### config.mk
export PLATFORM = sky130hd
export DESIGN_NAME = vend_ctrl
export DESIGN_NICKNAME = d
export VERILOG_FILES = /design/src/rtl/vend_pkg.sv /design/src/rtl/vend_change_sel.sv /design/src/rtl/vend_ctrl.sv
export SDC_FILE = /design/constraint.sdc
export NUM_CORES = 1
export LEC_CHECK = 0
export CAP_MARGIN = 15
export CORE_ASPECT_RATIO = 1.2
export CORE_MARGIN = 2
export CORE_UTILIZATION = 52
export CTS_CLUSTER_DIAMETER = 100
export DETAILED_ROUTE_END_ITERATION = 6
export PLACE_DENSITY_LB_ADDON = 0.1
export SKIP_CTS_REPAIR_TIMING = 1
export SLEW_MARGIN = 20
export SYNTH_ARGS = -nofsm -noshare
export SYNTH_HDL_FRONTEND = slang
export SYNTH_SLANG_ARGS = --single-unit
### constraint.sdc
create_clock -name clk -period 3.15 [get_ports clk]
set_clock_uncertainty 0.05 [all_clocks]
set_input_delay 0.7875 -clock clk [delete_from_list [all_inputs] [get_ports clk]]
set_output_delay 0.7875 -clock clk [all_outputs]
set_load 0.005 [all_outputs]
### src/rtl/vend_pkg.sv
// ----------------------------------------------------------------------------
// vend_pkg
// Shared definitions for the vending controller:
//   - vend_state_e : controller state encoding (IDLE, COLLECT, VEND, CHANGE)
//   - COIN_*       : one-hot coin codes (bit3=50, bit2=20, bit1=10, bit0=5)
//   - VAL_*        : coin values in credit units
//   - coin_is_onehot / coin_value : decode helpers for a coin code
// ----------------------------------------------------------------------------
package vend_pkg;

  typedef enum logic [1:0] {
    ST_IDLE    = 2'd0,
    ST_COLLECT = 2'd1,
    ST_VEND    = 2'd2,
    ST_CHANGE  = 2'd3
  } vend_state_e;

  localparam logic [3:0] COIN_50   = 4'b1000;
  localparam logic [3:0] COIN_20   = 4'b0100;
  localparam logic [3:0] COIN_10   = 4'b0010;
  localparam logic [3:0] COIN_5    = 4'b0001;
  localparam logic [3:0] COIN_NONE = 4'b0000;

  localparam logic [7:0] VAL_50 = 8'd50;
  localparam logic [7:0] VAL_20 = 8'd20;
  localparam logic [7:0] VAL_10 = 8'd10;
  localparam logic [7:0] VAL_5  = 8'd5;

  // True only for exactly one of the four legal coin codes.
  function automatic logic coin_is_onehot(input logic [3:0] code);
    logic ok;
    case (code)
      COIN_50, COIN_20, COIN_10, COIN_5: ok = 1'b1;
      default:                           ok = 1'b0;
    endcase
    return ok;
  endfunction

  // Credit value of a coin code; illegal codes are worth nothing.
  function automatic logic [7:0] coin_value(input logic [3:0] code);
    logic [7:0] val;
    case (code)
      COIN_50: val = VAL_50;
      COIN_20: val = VAL_20;
      COIN_10: val = VAL_10;
      COIN_5:  val = VAL_5;
      default: val = 8'd0;
    endcase
    return val;
  endfunction

endpackage

### src/rtl/vend_change_sel.sv
// ----------------------------------------------------------------------------
// vend_change_sel
// Combinational greedy change picker: given the outstanding credit, selects
// the largest coin whose value does not exceed it.
// Ports:
//   credit_i [7:0] : credit still owed to the customer
//   coin_o   [3:0] : one-hot code of the chosen coin (0 when credit < 5)
//   value_o  [7:0] : value of the chosen coin (0 when no coin fits)
// ----------------------------------------------------------------------------
module vend_change_sel
  import vend_pkg::*;
(
  input  logic [7:0] credit_i,
  output logic [3:0] coin_o,
  output logic [7:0] value_o
);

  // Largest-first coin choice.
  always_comb begin
    coin_o  = COIN_NONE;
    value_o = 8'd0;
    if (credit_i >= VAL_50) begin
      coin_o  = COIN_50;
      value_o = VAL_50;
    end else if (credit_i >= VAL_20) begin
      coin_o  = COIN_20;
      value_o = VAL_20;
    end else if (credit_i >= VAL_10) begin
      coin_o  = COIN_10;
      value_o = VAL_10;
    end else if (credit_i >= VAL_5) begin
      coin_o  = COIN_5;
      value_o = VAL_5;
    end else begin
      coin_o  = COIN_NONE;
      value_o = 8'd0;
    end
  end

endmodule

### src/rtl/vend_ctrl.sv
// ----------------------------------------------------------------------------
// vend_ctrl
// Coin-operated vending controller. Collects coins into an 8-bit credit,
// vends one of four items on selection, and (optionally) pays out change
// one coin per cycle.
//
// Build option:
//   VEND_CHANGE_RETURN_EN defined   : leftover credit after a vend, or on
//                                     cancel, is returned through the CHANGE
//                                     state as greedy change coins.
//   VEND_CHANGE_RETURN_EN undefined : no CHANGE state; leftover credit stays
//                                     for the next purchase, cancel simply
//                                     clears credit; change_* outputs stay 0.
//
// Parameters: PRICE0..PRICE3 item prices (multiples of 5).
// Ports:
//   clk            : clock, rising edge
//   rst            : asynchronous active-low reset
//   coin_valid     : one-cycle pulse, coin_code carries an inserted coin
//   coin_code[3:0] : one-hot coin (bit3=50, bit2=20, bit1=10, bit0=5)
//   sel_valid      : one-cycle pulse, sel_item carries a selection
//   sel_item[1:0]  : selected item index
//   cancel         : one-cycle pulse, abort the purchase
//   credit[7:0]    : current credit
//   coin_reject    : pulse, the coin of the previous cycle was refused
//   sel_nack       : pulse, the previous selection was refused
//   dispense       : pulse, release item dispense_item
//   dispense_item  : item index, valid with dispense
//   change_valid   : pulse, release one change coin change_coin
//   change_coin    : one-hot coin, valid with change_valid
//   busy           : high while vending or paying change
// All outputs are registered.
// ----------------------------------------------------------------------------
module vend_ctrl
  import vend_pkg::*;
#(
  parameter logic [7:0] PRICE0 = 8'd15,
  parameter logic [7:0] PRICE1 = 8'd25,
  parameter logic [7:0] PRICE2 = 8'd35,
  parameter logic [7:0] PRICE3 = 8'd50
) (
  input  logic       clk,
  input  logic       rst,
  input  logic       coin_valid,
  input  logic [3:0] coin_code,
  input  logic       sel_valid,
  input  logic [1:0] sel_item,
  input  logic       cancel,
  output logic [7:0] credit,
  output logic       coin_reject,
  output logic       sel_nack,
  output logic       dispense,
  output logic [1:0] dispense_item,
  output logic       change_valid,
  output logic [3:0] change_coin,
  output logic       busy
);

  vend_state_e state_q;
  logic [7:0]  credit_q;
  logic [1:0]  vend_item_q;
  logic        coin_reject_q;
  logic        sel_nack_q;
  logic        dispense_q;
  logic [1:0]  dispense_item_q;
  logic        change_valid_q;
  logic [3:0]  change_coin_q;
  logic        busy_q;

  logic [7:0]  price_s;
  logic [7:0]  coin_val_s;
  logic [8:0]  coin_sum_s;
  logic        coin_fits_s;
  logic        cancel_act_s;
  logic [3:0]  chg_coin_s;
  logic [7:0]  chg_value_s;

  // Price lookup for the item being selected.
  always_comb begin
    case (sel_item)
      2'd0:    price_s = PRICE0;
      2'd1:    price_s = PRICE1;
      2'd2:    price_s = PRICE2;
      2'd3:    price_s = PRICE3;
      default: price_s = PRICE0;
    endcase
  end

  // Coin acceptance: legal code and no wrap past 255 (carry bit of the sum).
  assign coin_val_s  = coin_value(coin_code);
  assign coin_sum_s  = {1'b0, credit_q} + {1'b0, coin_val_s};
  assign coin_fits_s = coin_is_onehot(coin_code) && !coin_sum_s[8];

  // Cancel only has an effect while collecting with something to give back.
  assign cancel_act_s = cancel && (state_q == ST_COLLECT) && (credit_q != 8'd0);

  vend_change_sel u_change_sel (
    .credit_i (credit_q),
    .coin_o   (chg_coin_s),
    .value_o  (chg_value_s)
  );

`ifndef VEND_CHANGE_RETURN_EN
  // Change picker is idle in this build.
  logic unused_chg_s;
  assign unused_chg_s = ^{chg_coin_s, chg_value_s};
`endif

  // Controller FSM with registered pulse/data outputs.
  always_ff @(posedge clk or negedge rst) begin
    if (!rst) begin
      state_q         <= ST_IDLE;
      credit_q        <= 8'd0;
      vend_item_q     <= 2'd0;
      coin_reject_q   <= 1'b0;
      sel_nack_q      <= 1'b0;
      dispense_q      <= 1'b0;
      dispense_item_q <= 2'd0;
      change_valid_q  <= 1'b0;
      change_coin_q   <= COIN_NONE;
      busy_q          <= 1'b0;
    end else begin
      // Pulses and their data default low every cycle.
      coin_reject_q   <= 1'b0;
      sel_nack_q      <= 1'b0;
      dispense_q      <= 1'b0;
      dispense_item_q <= 2'd0;
      change_valid_q  <= 1'b0;
      change_coin_q   <= COIN_NONE;

      case (state_q)
        ST_IDLE, ST_COLLECT: begin
          if (cancel_act_s) begin
            // Cancel wins; a coin in the same cycle is refused.
            coin_reject_q <= coin_valid;
`ifdef VEND_CHANGE_RETURN_EN
            state_q <= ST_CHANGE;
            busy_q  <= 1'b1;
`else
            credit_q <= 8'd0;
            state_q  <= ST_IDLE;
            busy_q   <= 1'b0;
`endif
          end else if (sel_valid) begin
            // Selection wins over a coin; the coin is refused.
            coin_reject_q <= coin_valid;
            if ((state_q == ST_COLLECT) && (credit_q >= price_s)) begin
              credit_q    <= credit_q - price_s;
              vend_item_q <= sel_item;
              state_q     <= ST_VEND;
              busy_q      <= 1'b1;
            end else begin
              sel_nack_q <= 1'b1;
            end
          end else if (coin_valid) begin
            if (coin_fits_s) begin
              credit_q <= coin_sum_s[7:0];
              state_q  <= ST_COLLECT;
            end else begin
              coin_reject_q <= 1'b1;
            end
          end else begin
            state_q <= state_q;
          end
        end

        ST_VEND: begin
          coin_reject_q   <= coin_valid;
          dispense_q      <= 1'b1;
          dispense_item_q <= vend_item_q;
`ifdef VEND_CHANGE_RETURN_EN
          if (credit_q != 8'd0) begin
            state_q <= ST_CHANGE;
            busy_q  <= 1'b1;
          end else begin
            state_q <= ST_IDLE;
            busy_q  <= 1'b0;
          end
`else
          if (credit_q != 8'd0) begin
            state_q <= ST_COLLECT;
          end else begin
            state_q <= ST_IDLE;
          end
          busy_q <= 1'b0;
`endif
        end

        ST_CHANGE: begin
          coin_reject_q <= coin_valid;
`ifdef VEND_CHANGE_RETURN_EN
          if (chg_value_s == 8'd0) begin
            // Sub-5 residue cannot be paid out; drop it rather than hang.
            credit_q <= 8'd0;
            state_q  <= ST_IDLE;
            busy_q   <= 1'b0;
          end else begin
            change_valid_q <= 1'b1;
            change_coin_q  <= chg_coin_s;
            credit_q       <= credit_q - chg_value_s;
            if (credit_q == chg_value_s) begin
              state_q <= ST_IDLE;
              busy_q  <= 1'b0;
            end else begin
              state_q <= ST_CHANGE;
              busy_q  <= 1'b1;
            end
          end
`else
          state_q <= ST_IDLE;
          busy_q  <= 1'b0;
`endif
        end

        default: begin
          state_q <= ST_IDLE;
          busy_q  <= 1'b0;
        end
      endcase
    end
  end

  assign credit        = credit_q;
  assign coin_reject   = coin_reject_q;
  assign sel_nack      = sel_nack_q;
  assign dispense      = dispense_q;
  assign dispense_item = dispense_item_q;
  assign change_valid  = change_valid_q;
  assign change_coin   = change_coin_q;
  assign busy          = busy_q;

endmodule

; Yosys cells after proc, flatten, opt, wreduce, memory -nomap -nowiden
; Cells that the tools add are included.
[op_classes]
addsub = 2
order_cmp = 1
eq_ne = 16
n_mux = 30
n_bitwise = 1
n_reduce_logical = 17
[op_table]
columns = operator, n
row1 = $mux W8, 5
row2 = $pmux W8 S4, 1
row3 = $pmux W6 S4, 1
row4 = $mux W1, 14
row5 = $mux W2, 6
row6 = $ne A4 B4 Y1 const B, 3
row7 = $add A8 B8 Y9, 1
row8 = $eq A2 B2 Y1 const B, 4
row9 = $ge A8 B8 Y1, 1
row10 = $reduce_and A4 Y1, 2
row11 = $reduce_bool A8 Y1, 1
row12 = $sub A8 B8 Y8, 1
row13 = $ne A3 B3 Y1 const B, 2
row14 = $pmux W2 S3, 1
row15 = $reduce_bool A3 Y1, 2
row16 = $eq A2 B1 Y1 const B, 2
row17 = $eq A4 B1 Y1 const B, 1
row18 = $eq A4 B2 Y1 const B, 1
row19 = $eq A4 B3 Y1 const B, 1
row20 = $eq A4 B4 Y1 const B, 1
row21 = $logic_and A1 B1 Y1, 4
row22 = $logic_not A2 Y1, 2
row23 = $pmux W1 S2, 2
row24 = $reduce_or A2 Y1, 2
row25 = 6 further kinds, 6
[word_totals]
reg_bits = 18
in_bits = 11
out_inout_bits = 19
wordCells = 75

; Longest topological paths before layout
; Gate-level depths: netlist of the first run.
[depth]
depth_word = 10
ltp_mapped = 10
ltp_nobuf = 10

; Worst setup path before layout of the first run
; OpenSTA, ideal clock, no wires.
[synth_timing]
path_kind = input -> register
from = input port coin_code[3]
to = register credit_q[0], in the netlist credit[0]
setup_time_ps = 125
t_arrival_ps = 3094
required_time_ps = 2975
setup_slack_ps = -119
path_stages = 9
path_buffers = 0
path_cell_list = nor4b_1 > or2_2 > fa_1 > a211oi_1 > o31ai_1 > nor4_2 > nor2_1 > a21oi_4 > mux2_2
[synth_via]
elab_chain_len = 7
elab_cells_between_ends = 16
[synth_lines]
columns = element, line_no
row1 = "start, declared", vend_ctrl.sv:45  ; input logic [3:0] coin_code,
row2 = $eq A4 B1 Y1 (tied with other cells), "vend_pkg.sv:32, vend_pkg.sv:42"
row3 = $pmux W6 S4, vend_pkg.sv:42  ; case (code)
row4 = $add A8 B8 Y9, vend_ctrl.sv:91  ; assign coin_sum_s = {1'b0, credit_q} + {1'b0, coin_val_s};
row5 = $mux W8 or $logic_not A1 Y1 (tied branches), "vend_ctrl.sv:156, vend_ctrl.sv:92"
row6 = $mux W8 or $logic_and A1 B1 Y1 (tied branches), "vend_ctrl.sv:155, vend_ctrl.sv:92"
row7 = $mux W8 or $reduce_bool A3 Y1 (tied branches), -
row8 = $mux W8 or $reduce_and A4 Y1 (tied branches), -
row9 = "end signal, assigned", vend_ctrl.sv:148  ; credit_q <= credit_q - price_s;
row10 = "end signal, assigned", vend_ctrl.sv:157  ; credit_q <= coin_sum_s[7:0];
row11 = "end, declared", vend_ctrl.sv:60  ; logic [7:0] credit_q;
; Several ways; a longest one is shown, not always the timed one. The select of a mux whose other input is x is not followed.
; A chain may end at the register's enable or synchronous reset.

; Worst setup path after layout of the first run
[layout_timing]
from = input port sel_item[0]
to = register credit_q[4], in the netlist credit[4]
[layout_via]
elab_chain_len = 6
elab_cells_between_ends = 13
[layout_lines]
columns = element, line_no
row1 = "start, declared", vend_ctrl.sv:47  ; input logic [1:0] sel_item,
row2 = $eq A2 B2 Y1 (tied with other cells), vend_ctrl.sv:80  ; case (sel_item)
row3 = $pmux W8 S4 *, vend_ctrl.sv:80
row4 = $ge A8 B8 Y1 or $sub A8 B8 Y8 (tied branches), "vend_ctrl.sv:147, vend_ctrl.sv:148"
row5 = $logic_and A1 B1 Y1 or $mux W8 (tied branches), vend_ctrl.sv:147  ; if ((state_q == ST_COLLECT) && (credit_q >= price_s)) begin
row6 = $ne A3 B1 Y1 (no line) or $mux W8 (tied branches), -
row7 = $reduce_and A4 Y1 (no line) or $mux W8 (tied branches), -
; Mark *: on every way between the ends. The rest lies on a longest branch, timed or not. The select of a mux whose other input is x is not followed.

==> results of run 1 <==
==> flip-flops by register name (all words and copies together) (netlist names) <==
signal	cells
credit	8
dispense_item	2
state_q	2
vend_item_q	2
busy	1
coin_reject	1
dispense	1
sel_nack	1
==> kinds of logic after synthesis <==
group | after synthesis | share of synthesized area
and+or+nand+nor | 71 | 0.2492
AOI/OAI and AO/OA | 48 | 0.2062
buffers and inverters | 21 | 0.07385
DFF | 18 | 0.2769
adders and majority gates | 14 | 0.1169
muxes | 8 | 0.05846
xor gates and xnor gates | 3 | 0.01616
other | 1 | 0.002305
==> area by class of cell <==
class / count / area (µm²)
inverter: 11 / 41.29
clock buffer: 4 / 36.28
multi-input combinational: 149 / 1141
sequential: 18 / 450.4
fill: 225 / 772.0
tap: 36 / 45.04
timing repair buffer: 62 / 541.8
==> synthesized netlist by cell type, types with 3 or more instances <==
cell,instances
nor3b_1,3
nand2b_1,7
or2_2,3
buf_4,5
dfrtp_1,18
a21oi_1,9
nor3_1,3
nand2_1,13
and2_1,3
o21ai_0,9
buf_6,3
a211oi_1,7
nand3_1,4
o31ai_1,4
nor2_1,20
ha_1,12
inv_1,11
mux2_2,4
==> where the power goes <==
part	total, mW	switching [mW]	internal (mW)	leakage, nW
registers	0.444	0.126	0.318	0.229
clock network	0.149	0.0781	0.0706	0.0210
logic	1.18	0.546	0.633	0.830
total	1.77	0.750	1.02	1.08
==> metrics by stage <==
step	instance area, µm²	TNS [ps]	power [mW]
after floorplan	1678	0	1.076
after global placement	2162	-4249	1.511
after detailed placement	2162	-5408	1.554
after CTS	2198	-1864	1.707
after global routing	2256	-127.9	1.893
final	2256	0	1.772
==> how the worst max path moves through the flow <==
stage,to,depth (start not counted),slack (ps),from
after detailed placement,credit[4],10,-630,coin_code[3]
after global placement,credit[2],10,-500,coin_code[3]
after global routing,credit[4],10,-40,sel_item[0]
final,credit[4],10,8,sel_item[0]
after CTS,credit[4],10,-300,coin_code[3]
after floorplan,credit[0],9,10,coin_code[3]
==> critical path, cell delays in order <==
cell and delay [ps]:
clkdlybuf4s50_1 480, nand2_1 70, ha_2 190, fa_2 340, nand2b_4 170, a211oi_2 260
o311a_1 260, nor2_2 80, a21oi_4 300, mux2_4 340
==> per-layer routing <==
| metal | part of all wire | track usage | wire length (µm) | vias up |
|---|---|---|---|---|
| met5 | 0 | 0 | 0 | - |
| met4 | 0.024 | 0.1006 | 114 | 0 |
| met3 | 0.040 | 0.02500 | 191 | 12 |
| met2 | 0.54 | 0.5179 | 2579 | 53 |
| met1 | 0.39 | 0.3319 | 1862 | 774 |
| li1 | - | - | - | 782 |
==> flow_metrics.tcl, run 1 <==
set metrics [dict create \
    status "finished clean" \
    dp_hpwl_um 3686 \
    die_area_um2 3593 \
    reg2reg_from "credit[0]" \
    h-tree-depth 1 \
    fin_crit_ps 3142 \
    maxCapViolCount 0 \
    die_x_um 55.06 \
    min-delay-start "vend_item_q[1]" \
    grt_pass1_vias 1702 \
    fmax_mhz 318.2 \
    final_common_cell "buf_4" \
    place_ws_ps -632.4 \
    cts_made_buffers 3 \
    worstMarginPinSlew_ps 790.6 \
    initial_utilization 0.5372 \
    critPathLaunchType "input pin" \
    path_max_fanout 6 \
    layout_common_cells "buf_4, nor2_1, clkdlybuf4s50_1, dfrtp_1, nand2_1" \
    cts_tree "built" \
    clk_latency_ps 300 \
    ys_seq_area_frac 0.2769 \
    whs_path_depth 1 \
    synth_edf_count 0 \
    clockBufferDepth 2 \
    portBuffers 24 \
    placedCellCount 275 \
    r2r-end "credit[4]" \
    layout.cells.non_filler 280 \
    drive_gt1_frac 0.2828 \
    via_per_inst 5.789 \
    drc_errors 0 \
    nNetsFinal 270 \
    gp_congestion 0.8906 \
    rr_worst_depth 9 \
    p_leak_nw 1.080 \
    hold_ws_ps 461.1 \
    wl_per_cell_um 16.96 \
    vias 1621 \
    diodes 0 \
    syn_area_um2 1627 \
    grt_use_total 0.2844 \
    die_h_um 65.27 \
    wirelength_um 4749 \
    clock-sinks 18 \
    r2r_setup_slack_ps 500 \
    drt_iter0_drc 96 \
    power-per-cell-area_nw_per_um2 785.5 \
    final_util 0.7450 \
    grt_max_degree 19 \
    finalSetupViolCount 0 \
    crit_type "input pin to flop" \
    ant_nets 0 \
    synth_top_flop_cell "dfrtp_1" \
    hold_class "flop to flop" \
    antenna_found_initial 0 \
    worstHoldEndpoint "dispense_item[1]" \
    finalCritPeriodShare 0.9976 \
    maxSlewViolCount 0 \
    ios 30 \
    syn-instance-count 184 \
    vdd_drop_max_uv 456.0 \
    std_cell_rows 22 \
    hold_violations 0 \
    setup_ws_ps 7.555 \
    ys_types 50 \
    yosysTopAreaCell "dfrtp_1" \
    coreArea_um2 3028 \
    clk_pin_slew_worst_paths_ps 110 \
    grt-ovfl-total 0 \
    arrival_ps 3290 \
    synth_area_per_cell_um2 8.840 \
    yosys_warnings 0 \
    synthTopCellsByArea "dfrtp_1, ha_1, nor2_1" \
    setup.worst_path.end_class "flop" \
    grt_pass1_wl_um 7507 \
    relSlewSlack 0.4713 \
    synth_top_area_frac 0.2769 \
    cts_root_buf "clkbuf_4" \
    synth_seq_cells 18 \
    area_delta_synth_final_pct 38.69 \
    drtPass1Iterations 4 \
    cp.required_ps 3300 \
    synth-async-reset-ratio 1.000 \
]
Note: power is estimated with default switching activity, not from simulation.
==> run 2: changes to the inputs <==
--- a/config.mk
+++ b/config.mk
@@ -11,7 +11,7 @@
 export CORE_UTILIZATION = 52
 export CTS_CLUSTER_DIAMETER = 100
 export DETAILED_ROUTE_END_ITERATION = 6
-export PLACE_DENSITY_LB_ADDON = 0.1
+export PLACE_DENSITY = 0.77
 export SKIP_CTS_REPAIR_TIMING = 1
 export SLEW_MARGIN = 20
 export SYNTH_ARGS = -nofsm -noshare
==> constraint.sdc (replaced) <==
create_clock -name clk -period 3.15 [get_ports clk]
set_clock_uncertainty 0.05 [all_clocks]
set_input_delay 0.7875 -clock clk [delete_from_list [all_inputs] [get_ports clk]]
set_output_delay 0.7875 -clock clk [all_outputs]
set_load 0.05 [all_outputs]
==> run 2 against run 1 <==
  * The run now ends with design-rule violations left
  * Core utilization down 0.25 points
  * Clock power fell by 17%
  * Largest power group unchanged
  * Total power rose by 11%
==> flow_metrics.tcl, run 2 (synthesis results as in run 1) <==
set metrics [dict create \
    worstMarginPinSlew_ps 835.1 \
    power-per-cell-area_nw_per_um2 873.8 \
    vdd_drop_max_uv 763.2 \
    fill_cells 239 \
    initial_utilization 0.5372 \
    finalCritPeriodShare 0.9299 \
    hold_violations 0 \
    setup.worst_path.end_class "flop" \
    arrival_ps 3070 \
    fin_area_um2 2248 \
    layout_common_cells "buf_4, nor2_1, dfrtp_1, clkdlybuf4s50_1, nand2_1" \
    violations "design-rule violations" \
    rsz0062_at_grt "false" \
    status "finished, violations left" \
    regArea_um2 450.4 \
    grt_pass1_vias 1732 \
    portBuffers 24 \
    clockBufferDepth 2 \
    fmax_mhz 341.4 \
    via_per_inst 5.993 \
    antenna_found_initial 0 \
    area_delta_synth_final_pct 38.23 \
    placedCellCount 276 \
    clock-sinks 18 \
    dp_hpwl_um 3785 \
    postPlaceCellArea_um2 2170 \
    total_power_mw 1.965 \
    wirelength_um 4725 \
    ios 30 \
    hold_class "flop to flop" \
    die_h_um 65.27 \
    path_max_fanout 6 \
    die_x_um 55.06 \
    critPathLaunchType "input pin" \
    coreArea_um2 3028 \
    clk_pin_slew_worst_paths_ps 120 \
    cts_root_buf "clkbuf_4" \
    gp_congestion 0.8598 \
    crit_type "input pin to flop" \
    p_leak_nw 1.086 \
    die_area_um2 3593 \
    relSlewSlack 0.4415 \
    grt-ovfl-total 0 \
    grt_use_total 0.2850 \
    drt_iter0_drc 108 \
    grt_max_degree 19 \
    final_util 0.7426 \
    wl_per_cell_um 16.88 \
    nNetsFinal 271 \
    fin_crit_ps 2929 \
    h-tree-depth 1 \
    largest_reg_flops 8 \
    std_cell_rows 22 \
    tns_ps 0 \
    drc_errors 2 \
    cp.required_ps 3290 \
    grt_pass1_wl_um 7479 \
    multiInputGateArea_um2 1141 \
    maxCapViolCount 0 \
    drtPass1Iterations 6 \
    layout.cells.non_filler 280 \
    vias 1678 \
    finalSetupViolCount 0 \
    maxSlewViolCount 0 \
    ant_nets 0 \
    diodes 0 \
    final_common_cell "buf_4" \
    cts_tree "built" \
    cts_made_buffers 3 \
    drive_gt1_frac 0.2746 \
    clk_latency_ps 300 \
]
[run 2: routing by layer]
layer / wire [µm] / global-route usage
met1: 1700 / 0.3276
met2: 2595 / 0.5208
met3: 253 / 0.01591
met4: 175 / 0.1189
met5: 0 / 0
[run 2: final cells by class]
class                   count  share of cell area
well taps                  36             0.02003
flip-flops and latches     18              0.2003
multi-input cells         149              0.5075
inverters                  11             0.01836
repair buffers             63              0.2437
clock buffers               3             0.01002
[run 2: worst paths after layout]
| kind | cells past startpoint | start | slack (ps) | end |
|---|---|---|---|---|
| setup / recovery | 11 | coin_code[2] | 220 | credit[4] |
| hold / removal | 1 | vend_item_q[1] | 470 | dispense_item[1] |
| setup reg to reg | 9 | credit[0] | 510 | credit[4] |
| hold reg to reg | 1 | vend_item_q[1] | 470 | dispense_item[1] |
| max in group asynchronous | 1 | rst | 1630 | busy |
| min in group asynchronous | 1 | rst | 900 | vend_item_q[1] |
[run 2: worst max-delay path, stage by stage]
cell and delay (ps):
dlymetal6s2s_1 190, buf_4 180, xnor2_1 130, nor3_1 160
ha_1 300, a211oi_2 270, o31ai_1 120, nor4_2 240
nor2_2 100, a21oi_4 270, mux2_4 320
[run 2: report_power, final]
group          leakage (nW)  switching, mW  internal [mW]
clock network        0.0138         0.0785         0.0446
registers             0.229          0.114          0.318
logic                 0.843          0.788          0.622
[run 2: stage by stage]
stage	hold WS (ps)	worst slack, ps
CTS	468.6	-235.8
finish	465.0	220.8
global placement	423.0	-465.4
detailed placement	439.4	-567.0
floorplan	403.7	14.11
global route	484.8	34.89
==> run 3: changes to the inputs <==
--- a/config.mk
+++ b/config.mk
@@ -7,13 +7,13 @@
 export LEC_CHECK = 0
 export CAP_MARGIN = 15
 export CORE_ASPECT_RATIO = 1.2
-export CORE_MARGIN = 2
+export CORE_MARGIN = 8
 export CORE_UTILIZATION = 52
 export CTS_CLUSTER_DIAMETER = 100
 export DETAILED_ROUTE_END_ITERATION = 6
 export PLACE_DENSITY = 0.77
 export SKIP_CTS_REPAIR_TIMING = 1
-export SLEW_MARGIN = 20
 export SYNTH_ARGS = -nofsm -noshare
 export SYNTH_HDL_FRONTEND = slang
+export SYNTH_HIERARCHICAL = 1
 export SYNTH_SLANG_ARGS = --single-unit
==> run 3 against run 2 <==
  * Via count fell by 4.5%
  * Final cell count fell by 0.36%
  * Die area up 44%
  * Largest power group unchanged
  * Core utilization shrank 0.41 points
  * Total power grew 0.64%
  * Worst setup slack got worse by 110 ps
  * Sequential cell count did not move
  * Count of clock-buffer cells in the layout grew 1
  * The run now ends clean
  * Combinational power hardly changed
  * Critical path type unchanged
==> flow_metrics.tcl, run 3 <==
set metrics [dict create \
    status "finished clean" \
    largest_reg_flops 8 \
    initial_utilization 0.5372 \
    grt_max_degree 19 \
    ant_nets 0 \
    synth_most_common_cell "nor2_1" \
    drive_gt1_frac 0.2593 \
    path_max_fanout 6 \
    ys_seq_area_frac 0.2769 \
    clk_pin_slew_worst_paths_ps 110 \
    finalSetupViolCount 0 \
    vdd_drop_max_uv 838.7 \
    cp.required_ps 3300 \
    cts_made_buffers 3 \
    drc_errors 0 \
    drtPass1Iterations 4 \
    area_delta_synth_final_pct 37.46 \
    fmax_mhz 328.7 \
    std_cell_rows 22 \
    arrival_ps 3190 \
    synth_area_per_cell_um2 8.840 \
    fin_crit_ps 3042 \
    p_seq_frac 0.221 \
    synthTopCellsByCount "nor2_1, dfrtp_1, nand2_1" \
    maxCapViolCount 0 \
    vias 1603 \
    clk_latency_ps 300 \
    grt_use_total 0.1929 \
    drt_iter0_drc 70 \
    comb_power_share 0.702 \
    cts_tree "built" \
    maxSlewViolCount 0 \
    clkPwrFrac 0.077 \
    grt_pass1_vias 1702 \
    finalCritPeriodShare 0.9657 \
    yosys_warnings 6 \
    wl_per_cell_um 17.34 \
    wirelength_um 4837 \
    layout_common_cells "buf_4, nor2_1, dfrtp_1, clkdlybuf4s50_1, nand2_1" \
    hold_class "flop to flop" \
    reg2reg_from "credit[0]" \
    clockBufferDepth 2 \
    crit_type "input pin to flop" \
    coreArea_um2 3028 \
    ys_types 50 \
    grt_pass1_wl_um 7976 \
    p_leak_nw 1.083 \
    syn_area_um2 1627 \
    critPathLaunchType "input pin" \
    setup.worst_path.end_class "flop" \
    startpoint "coin_code[0]" \
    power-per-cell-area_nw_per_um2 884.3 \
    switchingPower_mw 0.9705 \
    synthTopCellsByArea "dfrtp_1, ha_1, nor2_1" \
    swShare 0.4908 \
    die_h_um 77.27 \
    hold_violations 0 \
    synth-async-reset-ratio 1.000 \
    via_per_inst 5.746 \
    synth_seq_cells 18 \
    synth_top_flop_cell "dfrtp_1" \
    die_area_um2 5181 \
    gp_congestion 0.8839 \
    clock-sinks 18 \
    worstMarginPinSlew_ps 825.0 \
    die_x_um 67.06 \
    tns_ps 0 \
    intPower_mw 1.007 \
    grt-ovfl-total 0 \
    hold_ws_ps 458.4 \
    rsz0062_at_grt "false" \
    ios 30 \
    synth_edf_count 0 \
    portBuffers 24 \
    nNetsFinal 269 \
    syn-instance-count 184 \
    h-tree-depth 1 \
    diodes 0 \
    antenna_found_initial 0 \
    yosysTopAreaCell "dfrtp_1" \
    synth_top_area_frac 0.2769 \
    relSlewSlack 0.4483 \
    min-delay-start "vend_item_q[0]" \
    dp_hpwl_um 3905 \
    final_common_cell "buf_4" \
    cts_root_buf "clkbuf_4" \
]
## run 3: per-layer routing
| metal | up-vias | wire length (µm) | share of wire | GRT usage |
|---|---|---|---|---|
| met1 | 775 | 1909 | 0.39 | 0.2175 |
| li1 | 779 | - | - | - |
| met4 | 0 | 72 | 0.015 | 0.06499 |
| met5 | - | 0 | 0 | 0 |
| met3 | 6 | 154 | 0.032 | 0.01163 |
| met2 | 43 | 2700 | 0.56 | 0.3595 |
## run 3: worst max-delay path, cell delays in order
cell            delay [ps]
dlymetal6s2s_1         210
nor4b_2                210
ha_2                   200
fa_2                   380
a211oi_2               260
o31ai_1                120
nor4_2                 310
nor2_2                 100
a21oi_4                280
mux2_4                 330
## run 3: final cells by class
type                    count  area, µm²
well taps                  36      45.04
repair buffers             61      533.0
fillers                   251      792.0
clock buffers               4      36.28
multi-input cells         149       1130
flip-flops and latches     18      450.4
inverters                  11      41.29
## run 3: logic make-up after synthesis
logic type | Yosys count | synth area share
AND/OR/NAND/NOR | 71 | 0.2492
XOR/XNOR | 3 | 0.01616
buffers and inverters | 21 | 0.07385
multiplexers | 8 | 0.05846
other | 1 | 0.002305
flip-flops | 18 | 0.2769
adder cells (fa/ha/maj) | 14 | 0.1169
AO/OA/AOI/OAI | 48 | 0.2062
## run 3: worst paths after layout
kind	end	slack [ps]	depth (start not counted)
max	credit[3]	110	10
min	dispense_item[0]	460	1
max reg2reg	credit[3]	400	9
min reg2reg	dispense_item[0]	460	1
max in group asynchronous	credit[3]	1650	1
min in group asynchronous	credit[1]	890	1
## run 3: through the flow
stage	util	setup WS (ps)	std cells	total power [mW]	area [µm²]
finish	0.7384	108.0	279	1.977	2236
CTS	0.7260	-355.8	279	1.963	2198
floorplan	-	14.11	188	1.310	1678
global placement	0.7141	-491.4	275	1.758	2162
global route	0.7384	22.84	279	2.102	2236
detailed placement	0.7141	-674.2	275	1.808	2162
## run 3: power by group through the flow
stage	clock network, mW	logic (mW)	registers (mW)
after floorplan	0	0.675	0.635
after global placement	0	1.33	0.427
after detailed placement	0	1.37	0.438
after CTS	0.152	1.38	0.433
after global routing	0.161	1.49	0.447
final	0.153	1.39	0.436
